===== src/rtl/fetch_pkg.sv =====
// Shared definitions for the instruction-fetch stage: state encoding,
// PC step, NOP encoding and PC alignment helper.
package fetch_pkg;

  typedef enum logic [1:0] {
    ST_IDLE  = 2'd0,
    ST_REQ   = 2'd1,
    ST_FULL  = 2'd2,
    ST_DRAIN = 2'd3
  } fetch_state_e;

  localparam logic [31:0] PC_STEP       = 32'd4;
  localparam logic [31:0] INST_NOP      = 32'h0000_0000;
  localparam logic [31:0] PC_ALIGN_MASK = 32'hFFFF_FFFC;

  // Force a target address onto a word boundary.
  function automatic logic [31:0] align_pc(input logic [31:0] addr);
    return addr & PC_ALIGN_MASK;
  endfunction

endpackage


===== src/rtl/fetch_stats.sv =====
// Fetch statistics counters: accepted fetches and output-slot bubbles.
// Only instantiated when FETCH_STATS_EN is defined. Both counters wrap.
module fetch_stats (
  input  logic        clk_i,
  input  logic        rst_i,
  input  logic        accept_i,
  input  logic        bubble_i,
  output logic [31:0] fetch_cnt_o,
  output logic [31:0] bubble_cnt_o
);

  logic [31:0] fetch_cnt_q;
  logic [31:0] bubble_cnt_q;

  // Count accepted acks and empty-slot cycles outside IDLE.
  always_ff @(posedge clk_i or posedge rst_i) begin
    if (rst_i) begin
      fetch_cnt_q  <= 32'd0;
      bubble_cnt_q <= 32'd0;
    end else begin
      if (accept_i) fetch_cnt_q  <= fetch_cnt_q + 32'd1;
      if (bubble_i) bubble_cnt_q <= bubble_cnt_q + 32'd1;
    end
  end

  assign fetch_cnt_o  = fetch_cnt_q;
  assign bubble_cnt_o = bubble_cnt_q;

endmodule


===== src/rtl/fetch_unit.sv =====
// Instruction-fetch stage. Owns the PC, issues one request at a time to a
// variable-latency req/ack instruction memory and presents {pc, inst} in a
// one-entry output slot for IF/ID. Redirects from ID override stalls and
// in-flight data; a request already issued is drained before the new target
// is fetched. Optional FETCH_STATS_EN adds fetch/bubble counter outputs.
module fetch_unit
  import fetch_pkg::*;
#(
  parameter logic [31:0] RESET_PC = 32'h0000_0000
) (
  input  logic        clk_i,
  input  logic        rst_i,
  input  logic        stall_i,
  input  logic        redirect_i,
  input  logic [31:0] redirect_pc_i,
  output logic        imem_req_o,
  output logic [31:0] imem_addr_o,
  input  logic        imem_ack_i,
  input  logic [31:0] imem_rdata_i,
  output logic [31:0] pc_o,
  output logic [31:0] inst_o,
  output logic        valid_o
`ifdef FETCH_STATS_EN
  ,
  output logic [31:0] fetch_cnt_o,
  output logic [31:0] bubble_cnt_o
`endif
);

  fetch_state_e state_q, state_d;
  logic [31:0]  pc_q, pc_d;
  logic [31:0]  slot_pc_q, slot_pc_d;
  logic [31:0]  slot_inst_q, slot_inst_d;
  logic         valid_q, valid_d;
  logic [31:0]  req_addr_q;

  // State, PC and output slot registers.
  always_ff @(posedge clk_i or posedge rst_i) begin
    if (rst_i) begin
      state_q     <= ST_IDLE;
      pc_q        <= RESET_PC;
      slot_pc_q   <= 32'd0;
      slot_inst_q <= INST_NOP;
      valid_q     <= 1'b0;
    end else begin
      state_q     <= state_d;
      pc_q        <= pc_d;
      slot_pc_q   <= slot_pc_d;
      slot_inst_q <= slot_inst_d;
      valid_q     <= valid_d;
    end
  end

  // Freeze the address of the outstanding request while it is drained, so a
  // redirect can update pc_q without disturbing the memory handshake.
  always_ff @(posedge clk_i) begin
    if (state_q != ST_DRAIN) req_addr_q <= pc_q;
  end

  // Next-state and slot update; redirect overrides stall and ack data.
  always_comb begin
    state_d     = state_q;
    pc_d        = pc_q;
    slot_pc_d   = slot_pc_q;
    slot_inst_d = slot_inst_q;
    valid_d     = valid_q;
    if (redirect_i) begin
      pc_d        = align_pc(redirect_pc_i);
      slot_pc_d   = 32'd0;
      slot_inst_d = INST_NOP;
      valid_d     = 1'b0;
      if ((state_q == ST_REQ || state_q == ST_DRAIN) && !imem_ack_i)
        state_d = ST_DRAIN;
      else
        state_d = ST_REQ;
    end else begin
      case (state_q)
        ST_IDLE: state_d = ST_REQ;
        ST_REQ: begin
          if (imem_ack_i) begin
            slot_pc_d   = pc_q;
            slot_inst_d = imem_rdata_i;
            valid_d     = 1'b1;
            pc_d        = pc_q + PC_STEP;
            state_d     = ST_FULL;
          end
        end
        ST_FULL: begin
          if (valid_q && !stall_i) begin
            valid_d = 1'b0;
            state_d = ST_REQ;
          end
        end
        ST_DRAIN: begin
          if (imem_ack_i) state_d = ST_REQ;
        end
        default: state_d = ST_IDLE;
      endcase
    end
  end

  assign imem_req_o  = (state_q == ST_REQ) || (state_q == ST_DRAIN);
  assign imem_addr_o = (state_q == ST_DRAIN) ? req_addr_q : pc_q;
  assign pc_o        = slot_pc_q;
  assign inst_o      = slot_inst_q;
  assign valid_o     = valid_q;

`ifdef FETCH_STATS_EN
  logic accept;
  logic bubble;

  assign accept = (state_q == ST_REQ) && imem_ack_i && !redirect_i;
  assign bubble = !valid_q && (state_q != ST_IDLE);

  fetch_stats u_stats (
    .clk_i        (clk_i),
    .rst_i        (rst_i),
    .accept_i     (accept),
    .bubble_i     (bubble),
    .fetch_cnt_o  (fetch_cnt_o),
    .bubble_cnt_o (bubble_cnt_o)
  );
`endif

endmodule

===== config.mk =====
export PLATFORM = sky130hd
export DESIGN_NAME = fetch_unit
export DESIGN_NICKNAME = d
export VERILOG_FILES = /design/src/rtl/fetch_pkg.sv /design/src/rtl/fetch_stats.sv /design/src/rtl/fetch_unit.sv
export SDC_FILE = /design/constraint.sdc
export NUM_CORES = 1
export LEC_CHECK = 0
export CORE_MARGIN = 3
export CORE_UTILIZATION = 30
export CTS_BUF_LIST = sky130_fd_sc_hd__clkbuf_16
export DETAILED_ROUTE_END_ITERATION = 7
export GPL_TIMING_DRIVEN = 0
export PLACE_DENSITY = 0.64
export SLEW_MARGIN = 40
export SYNTH_ARGS = -nofsm -noshare
export SYNTH_HDL_FRONTEND = slang
export SYNTH_HIERARCHICAL = 1
export SYNTH_SLANG_ARGS = --single-unit
export TNS_END_PERCENT = 5

===== constraint.sdc =====
create_clock -name clk_i -period 3 [get_ports clk_i]
set_input_delay 0.45 -clock clk_i [delete_from_list [all_inputs] [get_ports clk_i]]
set_output_delay 0.45 -clock clk_i [all_outputs]
set_load 0.03 [all_outputs]

-- Word level (Yosys, flattened, before mapping)
Index checks and enable logic that the tools add are counted.
- $add $sub $neg: 1
- equal/unequal tests: 7
- muxes and demuxes: 20
- reductions and logical operators: 12
- operator list (operator ; count):
    32-bit 2-to-1 mux ; 10
    32-bit by 3-bit adder with 32-bit output, second input constant ; 1
    2-bit 2-to-1 mux ; 5
    3-bit != test, second input constant ; 3
    2-bit one-hot mux with 4 select lines ; 1
    3-bit AND reduction ; 2
    2-bit == test, second input constant ; 2
    2-bit nonzero test ; 2
    1-bit 2-to-1 mux ; 3
    3-bit nonzero test ; 1
    2-bit by 1-bit == test with 1-bit output, second input constant ; 1
    1-bit logical AND ; 2
    1-bit logical NOT ; 2
    2-bit logical NOT ; 1
    2-bit != test, second input constant ; 1
    1-bit one-hot mux with 2 select lines ; 1
    2-bit AND reduction ; 1
    1-bit logical OR ; 1
- bits in registers: 131
- input bits: 69
- output and inout port bits: 98
- logic and storage cells: 46

-- Logic depth before layout (Yosys ltp)
Gate-level depths: netlist of run 1.
- depth in word-level cells: 5
- gate-level depth with buffers: 7
- mapped depth without buffers: 5

-- Least setup slack after synthesis of run 1
OpenSTA, ideal clock, no wires.
- path kind: reg-to-output
- from: register state_q[0]
- to: output port imem_addr_o[22]
- data arrival time: 2.229 ns
- data required time: 2.550 ns
- setup slack: 0.321 ns
- cell stages (with the launch flop): 5
- cells stage by stage: dfrtp_1 -> buf_4 -> nand2_1 -> clkbuf_1 -> mux2_2
- longest elaborated chain between the ends: 2
- ends and longest elaborated chain (what ; line ; RTL):
    start, declared ; fetch_unit.sv:30 ; fetch_state_e state_q, state_d;
    start signal, assigned ; fetch_unit.sv:46 ; state_q <= state_d;
    2-bit == test ; fetch_unit.sv:103 ; assign imem_addr_o = (state_q == ST_DRAIN) ? req_addr_q : pc_q;
    32-bit 2-to-1 mux ; fetch_unit.sv:103 ;
    end, declared ; fetch_unit.sv:17 ; output logic [31:0] imem_addr_o,
Every way passes these cells.

-- Worst setup path after layout of run 1
- from: register state_q[0]
- to: output port imem_addr_o[9]
Same word-level chain as after synthesis.

==> out/results.ini, run 1 <==
[global_routing]
grtUsageTotal_pct=16.7
grt_antenna_before_repair=0
grt-ovfl-total=0
grt_pass1_wl_mm=26.6
grt_pass1_vias=4894
grt_max_degree=53

[worst_setup_path]
path_buf_inv=3
cp.depth=5
reg2regPathDepth=7
cp.arrival_ns=2.36
worst_path_max_delay_cell=clkdlybuf4s50_1
critPathMaxStageDelay_ns=0.59
r2r_slack_ns=0.56
critPathTopFamily=buffers and inverters
cp_max_fo=10
critPathRequiredTime_ns=2.55
setup.worst_path.start_class=flop
crit_chain=buf_4 -> nand2_1 -> clkbuf_2 -> mux2_2 -> clkdlybuf4s50_1
end_kind=output pin
worst-setup-path-type=reg2out

[cells_and_area]
drive_above_1_share_pct=9.87
antennaDiodeCount=0
finalInstanceArea_sq_mm=0.00819
finalNetCount=817
area_growth_pct=44.1
fillers=1775

[timing]
fmax_mhz=355
finalClockSkew_ns=0.00653
period_minus_slack_ns=2.81
rsz0062_at_grt=no
tns_ns=0
slew_viol_final=0
setup_viol=0
layout_setup_ws_ns=0.186
final.period_utilization_pct=93.8
hold_viol=0
tightestPinTransition_ns=0.780
slew_headroom_pct=48.0

[power_and_ir_drop]
peakVddDrop_mv=0.385
total_leakage_power_nw=3.27
p_per_area_mw_per_mm2=631

[floorplanning]
dieArea_sq_mm=0.0206
io_pins=167
rows=49
die_x_microns=144
initial_core_util_pct=31.1
die_h_microns=144
core_sq_mm=0.0183

[route]
drt_iter0_drc=202
drt-total-wl_mm=16.8
vias=4805
vias_per_cell=4.86
post_drt_wl_per_cell_microns=17.0
ant_nets=0
drtPass1Iterations=4
drc=0

[placement]
dpl.hpwl_mm=11.6
placed_cell_area_sq_mm=0.00764
place_ws_ns=0.248
place_congestion=0.790
numPortBuffers=161

[synthesis]
synth_edf_count=30
ys_seq_area_share_pct=58.1
synthTopCellsByCount=nand2_1 (151), dfrtp_1 (96), a21oi_1 (63)
synthFlopType=dfrtp_1
syn_inst=564
synth_area_leaders=dfrtp_1 (42%), edfxtp_1 (16%), nand2_1 (10%)
synth.distinct_cells=43
synthArstFlopShare_pct=76.2
synth_top_area_share_pct=42.3
syn_area_sq_mm=0.00568
ys_warn_count=6
syn_area_per_cell_sq_um=10.1
ys_seq_elements=126
yosys.cell_count.top_type=nand2_1
yosysTopAreaCell=dfrtp_1

[cts]
clock-sinks=126
cts.htree.levels=4
cts_tree=yes
root_buffer=clkbuf_16
clk_pin_slew_worst_paths_ns=0.06
ctsHoldBuffers=0
clk-insertion-delay-late_ns=0.41
cts_setup_buffers=0
clockBufferDepth=2
numCtsBuffers=17

[min_path]
worstHoldPathType=in2async

[flow_run]
drv_cap=0

[status]
outcome=completed

-- registers in the layout, summed over array words and instances, names as in the netlist --
name        flops
inst_o         32
pc_o           31
pc_q           30
req_addr_q     30
state_q         2
valid_o         1
-- report_power, final --
part	internal [mW]	leakage, nW	switching [mW]
registers	1.95	1.54	0.122
clock network	1.11	0.285	0.741
logic	0.525	1.44	0.723
-- cell type report --
type / instances / area, sq um / share of cell area (%)
inverters: 8 / 37.5 / 0.458
repair buffers: 163 / 1680 / 20.5
flip-flops and latches: 126 / 3300 / 40.3
well taps: 229 / 287 / 3.50
plain buffers: 48 / 215 / 2.63
multi-input cells: 383 / 2140 / 26.2
clock buffers: 17 / 425 / 5.20
clock inverters: 15 / 95.1 / 1.16
-- final timing paths --
path,end,startpoint
hold reg to reg,req_addr_q[12],pc_q[12]
hold / removal,inst_o[17],rst_i
max in group asynchronous,pc_q[22],rst_i
min in group clk_i,req_addr_q[12],pc_q[12]
setup / recovery,imem_addr_o[9],state_q[0]
setup reg to reg,pc_q[31],pc_q[9]
-- layer usage --
layer / track usage, % / part of all wire, % / up-vias
li1: - / - / 2334
met3: 5.72 / 6.6 / 24
met1: 21.8 / 45 / 2294
met5: 0 / 0 / -
met2: 26.1 / 47 / 153
met4: 5.80 / 2.1 / 0
-- metrics by stage --
stage                     hold slack, ns  utilization (%)  total power, mW  cells
after floorplan                    0.420                -             2.80    565
after global placement             0.423             41.5             3.35    955
after detailed placement           0.429             41.8             3.37    957
after CTS                          0.443             44.7             5.24    989
after global routing               0.444             44.8             5.43    989
final                              0.436             44.8             5.17    989
-- layout by cell type (no fill, tap or decap), drive strengths merged, types with 2 or more instances in the layout --
cell type      netlist  routed
a21oi               63      63
a31oi               13      13
and3                 2       2
and4                 2       2
buf                 14      16
clkbuf              34      51
clkdlybuf4s50        0     152
clkinv               0       8
conb                 1       2
dfrtp               96      96
dlymetal6s2s         0       9
edfxtp              30      30
inv                  8      14
mux2                30      30
nand2              151     151
nand3               13      13
nand4                9       9
nor2                13      13
nor3                 3       3
nor4                 4       4
o211ai               5       5
o21ai               16      16
o31a                 2       2
o31ai               11      11
or2                  2       2
or3                  3       3
or4                 17      17
xnor2                6       6
xor2                 5       5
-- logic make-up after synthesis --
kind of cell	after synthesis	synth area share (%)
AOI/OAI and AO/OA	112	11.1
xor gates and xnor gates	11	1.70
adders and majority gates	1	0.220
buffers and inverters	56	4.21
DFF	126	58.1
muxes	31	6.12
other	1	0.0660
and+or+nand+nor	226	18.5
-- repair_timing --
action | 4_1_cts | 5_1_grt
resized for setup | 2 | 9
setup endpoints to repair | 20 | 9
endpoints found under the hold margin | 0 | 0
Note: power is estimated with default switching activity, not from simulation.
==> inputs of run 2 (changes only) <==
--- a/config.mk
+++ b/config.mk
@@ -11,7 +11,7 @@
 export DETAILED_ROUTE_END_ITERATION = 7
 export GPL_TIMING_DRIVEN = 0
 export PLACE_DENSITY = 0.64
-export SLEW_MARGIN = 40
+export SKIP_LAST_GASP = 1
 export SYNTH_ARGS = -nofsm -noshare
 export SYNTH_HDL_FRONTEND = slang
 export SYNTH_HIERARCHICAL = 1
==> run 2 against run 1 <==
  * The run now ends with negative setup slack left
  * Combinational power about the same
  * Clock skew increased by 0.0040 ns
  * Cell count decreased by 0.10%
  * Clock-buffer cell count unchanged
  * Maximum frequency down 6.7%
  * Non-clock buffer count unchanged
  * Via count decreased by 0.21%
  * Clock power about the same
  * Critical path type unchanged
  * Largest power group unchanged
==> out/results.ini, run 2 (synthesized netlist as in run 1, its figures left out) <==
[status]
outcome=complete, but fails checks
violations=negative setup slack

[floorplanning]
rows=49
io_pins=167
initial_core_util_pct=31.1
die_h_microns=144
core_sq_mm=0.0183
dieArea_sq_mm=0.0206
die_x_microns=144

[placement]
place_congestion=0.790
numPortBuffers=161
place_ws_ns=0.247
placed_cell_area_sq_mm=0.00763
dpl.hpwl_mm=11.6
dp_cells=957

[cells_and_area]
antennaDiodeCount=0
final_common_cell=clkdlybuf4s50_1
stdcell_count=988
largest_reg_flops=32
finalInstanceArea_sq_mm=0.00816
seq_area_sq_mm=0.00330
fillers=1788
area_growth_pct=43.6
multi_input_area_sq_mm=0.00214
layout_common_cells=clkdlybuf4s50_1 (161), nand2_1 (151), dfrtp_1 (96), a21oi_1 (63), clkbuf_1 (32)
drive_above_1_share_pct=10.5
finalNetCount=817

[timing]
slew_headroom_pct=52.4
tns_ns=-0.0315
rsz0062_at_grt=yes
layout_setup_ws_ns=-0.0156
hold_viol=0
tightestPinTransition_ns=0.714
fmax_mhz=332
setup_viol=4
period_minus_slack_ns=3.02
finalClockSkew_ns=0.0105
slew_viol_final=0
final.period_utilization_pct=101

[global_routing]
grt_pass1_vias=4906
grt_antenna_before_repair=0
grtUsageTotal_pct=16.9
grt_pass1_wl_mm=26.6
grt_max_degree=53
grt-ovfl-total=0

[power_and_ir_drop]
peakVddDrop_mv=0.385
p_per_area_mw_per_mm2=633
total_leakage_power_nw=3.16
design_power_total_mw=5.17

[cts]
clock-sinks=126
clk-insertion-delay-late_ns=0.42
clockBufferDepth=2
cts_tree=yes
clk_pin_slew_worst_paths_ns=0.06
ctsHoldBuffers=0
numCtsBuffers=17
root_buffer=clkbuf_16
cts.htree.levels=4

[worst_setup_path]
cp.arrival_ns=2.57
startpoint=state_q[0]
r2r_slack_ns=0.58
worst-setup-path-type=reg2out
reg2regPathDepth=7
rr_endpoint=pc_q[31]
setup.worst_path.start_class=flop
end_kind=output pin
timing.rr.start=pc_q[9]
cp_max_fo=28
crit_end=imem_addr_o[22]
critPathRequiredTime_ns=2.55

[min_path]
worstHoldPathType=reg2reg

[flow_run]
drv_cap=0

[route]
drc=0
post_drt_wl_per_cell_microns=17.0
drt-total-wl_mm=16.8
drt_iter0_drc=287
vias=4795
drtPass1Iterations=4
vias_per_cell=4.85
ant_nets=0

-- run 2: cell types whose count changed in the layout (fill, tap and decap cells not counted) --
cell             change
clkdlybuf4s50_1      +9
dlymetal6s2s_1       -9
inv_1                -6
clkinvlp_4           +5
clkinv_2             -2
inv_6                +2
bufinv_16            -1
clkinv_4             +1
inv_4                +1
inv_8                -1
-- run 2: worst min path at each step --
stage                     depth (start not counted)    start            end
after floorplan                                   0  pc_q[5]  req_addr_q[5]
after global placement                            0  pc_q[5]  req_addr_q[5]
after detailed placement                          0  pc_q[5]  req_addr_q[5]
after CTS                                         0  pc_q[5]  req_addr_q[5]
after global routing                              0  pc_q[5]  req_addr_q[5]
final                                             0  pc_q[5]  req_addr_q[5]
-- run 2: per-stage QoR --
| stage | utilization, % | hold slack (ns) |
|---|---|---|
| finish | 44.7 | 0.442 |
| global route | 44.7 | 0.457 |
| CTS | 44.7 | 0.442 |
| floorplan | - | 0.420 |
| detailed placement | 41.8 | 0.429 |
| global placement | 41.5 | 0.423 |
-- run 2: what timing repair did --
action | 4_1_cts | 5_1_grt
setup buffers | 0 | 0
gates resized for setup | 2 | 2
endpoints found under the setup margin | 25 | 15
-- run 2: worst max-delay path, stage by stage, from the launching register on --
cell             delay [ns]
dfrtp_1                0.36
buf_4                  0.16
nand2_1                0.13
clkbuf_4               0.29
buf_12                 0.24
mux2_2                 0.37
clkdlybuf4s50_1        0.59
-- run 2: cell type report --
type,instances,area share (%)
well taps,229,3.51
plain buffers,48,2.64
clock buffers,17,5.21
repair buffers,163,20.3
multi-input cells,383,26.3
clock inverters,14,1.18
inverters,8,0.399
flip-flops and latches,126,40.5
-- run 2: where the power goes --
group / switching (mW) / internal, mW / total [mW]
combinational: 0.724 / 0.528 / 1.25
clock: 0.798 / 1.04 / 1.84
sequential: 0.123 / 1.95 / 2.07
total: 1.64 / 3.52 / 5.17
-- run 2: layer usage --
layer  part of all wire [%]  GRT usage (%)
met1                     44           21.2
met2                     47           26.9
met3                    6.7           5.46
met4                    2.5           6.79
met5                      0              0
==> inputs of run 3 (changes only) <==
--- a/config.mk
+++ b/config.mk
@@ -11,6 +11,7 @@
 export DETAILED_ROUTE_END_ITERATION = 7
 export GPL_TIMING_DRIVEN = 0
 export PLACE_DENSITY = 0.64
+export SKIP_CTS_REPAIR_TIMING = 1
 export SKIP_LAST_GASP = 1
 export SYNTH_ARGS = -nofsm -noshare
 export SYNTH_HDL_FRONTEND = slang
==> run 3 against run 2 <==
  * The run still ends with negative setup slack left
  * Critical path type unchanged
  * Cell count unchanged
  * Sequential share of layout area about the same
  * Combinational power about the same
==> out/results.ini, run 3 (synthesized netlist as in run 1, its figures left out) <==
[placement]
numPortBuffers=161
place_ws_ns=0.247
place_congestion=0.790
dpl.hpwl_mm=11.6
dp_cells=957

[worst_setup_path]
reg2regPathDepth=7
r2r_slack_ns=0.58
startpoint=state_q[0]
timing.rr.start=pc_q[9]
cp.arrival_ns=2.63
cp_max_fo=10
setup.worst_path.start_class=flop
critPathRequiredTime_ns=2.55
worst-setup-path-type=reg2out
rr_endpoint=pc_q[31]
end_kind=output pin

[min_path]
worstHoldPathType=reg2reg
worstHoldPathCells=0
worstHoldStart=pc_q[12]
min_to=req_addr_q[12]

[route]
drtPass1Iterations=4
drt-total-wl_mm=16.8
post_drt_wl_per_cell_microns=17.0
drc=0
vias=4807
ant_nets=0
drt_iter0_drc=287
vias_per_cell=4.87

[floorplanning]
rows=49
dieArea_sq_mm=0.0206
initial_core_util_pct=31.1
die_h_microns=144
die_x_microns=144
io_pins=167
core_sq_mm=0.0183

[timing]
layout_setup_ws_ns=-0.0837
hold_viol=0
hold_ws_ns=0.442
final.period_utilization_pct=103
fmax_mhz=324
period_minus_slack_ns=3.08
finalClockSkew_ns=0.00560
setup_viol=13
slew_viol_final=0
slew_headroom_pct=52.3
rsz0062_at_grt=yes
tightestPinTransition_ns=0.716

[cts]
numCtsBuffers=17
clk-insertion-delay-late_ns=0.42
clockBufferDepth=2
cts_tree=yes
clk_pin_slew_worst_paths_ns=0.06
clock-sinks=126
root_buffer=clkbuf_16
cts.htree.levels=4

[global_routing]
grtUsageTotal_pct=16.9
grt_max_degree=53
grt_pass1_vias=4906
grt_pass1_wl_mm=26.6
grt_antenna_before_repair=0
grt-ovfl-total=0

[cells_and_area]
largest_reg_flops=32
drive_above_1_share_pct=10.4
fillers=1788
antennaDiodeCount=0
stdcell_count=988
area_growth_pct=43.6
layout_common_cells=clkdlybuf4s50_1 (161), nand2_1 (151), dfrtp_1 (96), a21oi_1 (63), clkbuf_1 (32)
finalNetCount=817
final_common_cell=clkdlybuf4s50_1

[flow_run]
drv_cap=0

[power_and_ir_drop]
design_power_total_mw=5.16
peakVddDrop_mv=0.384
p_per_area_mw_per_mm2=633
total_leakage_power_nw=3.16

[status]
violations=negative setup slack
outcome=complete, but fails checks

==> run 3: through the flow <==
stage	utilization, %	area (sq um)	setup TNS (ns)
after detailed placement	41.8	7630	0
final	44.7	8160	-0.713
after CTS	44.6	8160	-3.30
after global routing	44.7	8160	-2.84
after global placement	41.5	7580	-177.81
after floorplan	-	5690	0
==> run 3: final cells by class <==
cell class / instances / area (sq um) / share of cell area (%)
sequential: 126 / 3300 / 40.5
multi-input combinational: 383 / 2140 / 26.3
timing repair buffer: 163 / 1660 / 20.3
clock buffer: 17 / 425 / 5.21
tap: 229 / 287 / 3.51
buffer: 48 / 214 / 2.62
clock inverter: 14 / 96.3 / 1.18
inverter: 8 / 32.5 / 0.399
==> run 3: power by group <==
group	switching [mW]	internal, mW	total, mW
Sequential	0.123	1.95	2.07
Clock	0.795	1.04	1.84
Combinational	0.724	0.528	1.25
==> run 3: how the worst max path moves through the flow <==
stage                      end
2_1_floorplan        inst_o[0]
3_3_place_gp          pc_o[18]
3_5_place_dp          pc_q[25]
4_1_cts        imem_addr_o[22]
5_1_grt         imem_addr_o[9]
6_report        imem_addr_o[9]
==> run 3: critical path, stage by stage, from the launching register on <==
cell             delay [ns]
dfrtp_1                0.36
buf_4                  0.16
nand2_1                0.13
buf_1                  0.54
mux2_2                 0.42
clkdlybuf4s50_1        0.59
==> run 3: routing by layer <==
layer / share of wire [%] / GRT usage, % / vias up / wire length [microns]
met4: 2.6 / 6.79 / 0 / 432
met1: 44 / 21.2 / 2303 / 7400
met3: 6.9 / 5.46 / 27 / 1150
met2: 47 / 26.9 / 145 / 7820
met5: 0 / 0 / - / 0
li1: - / - / 2332 / -
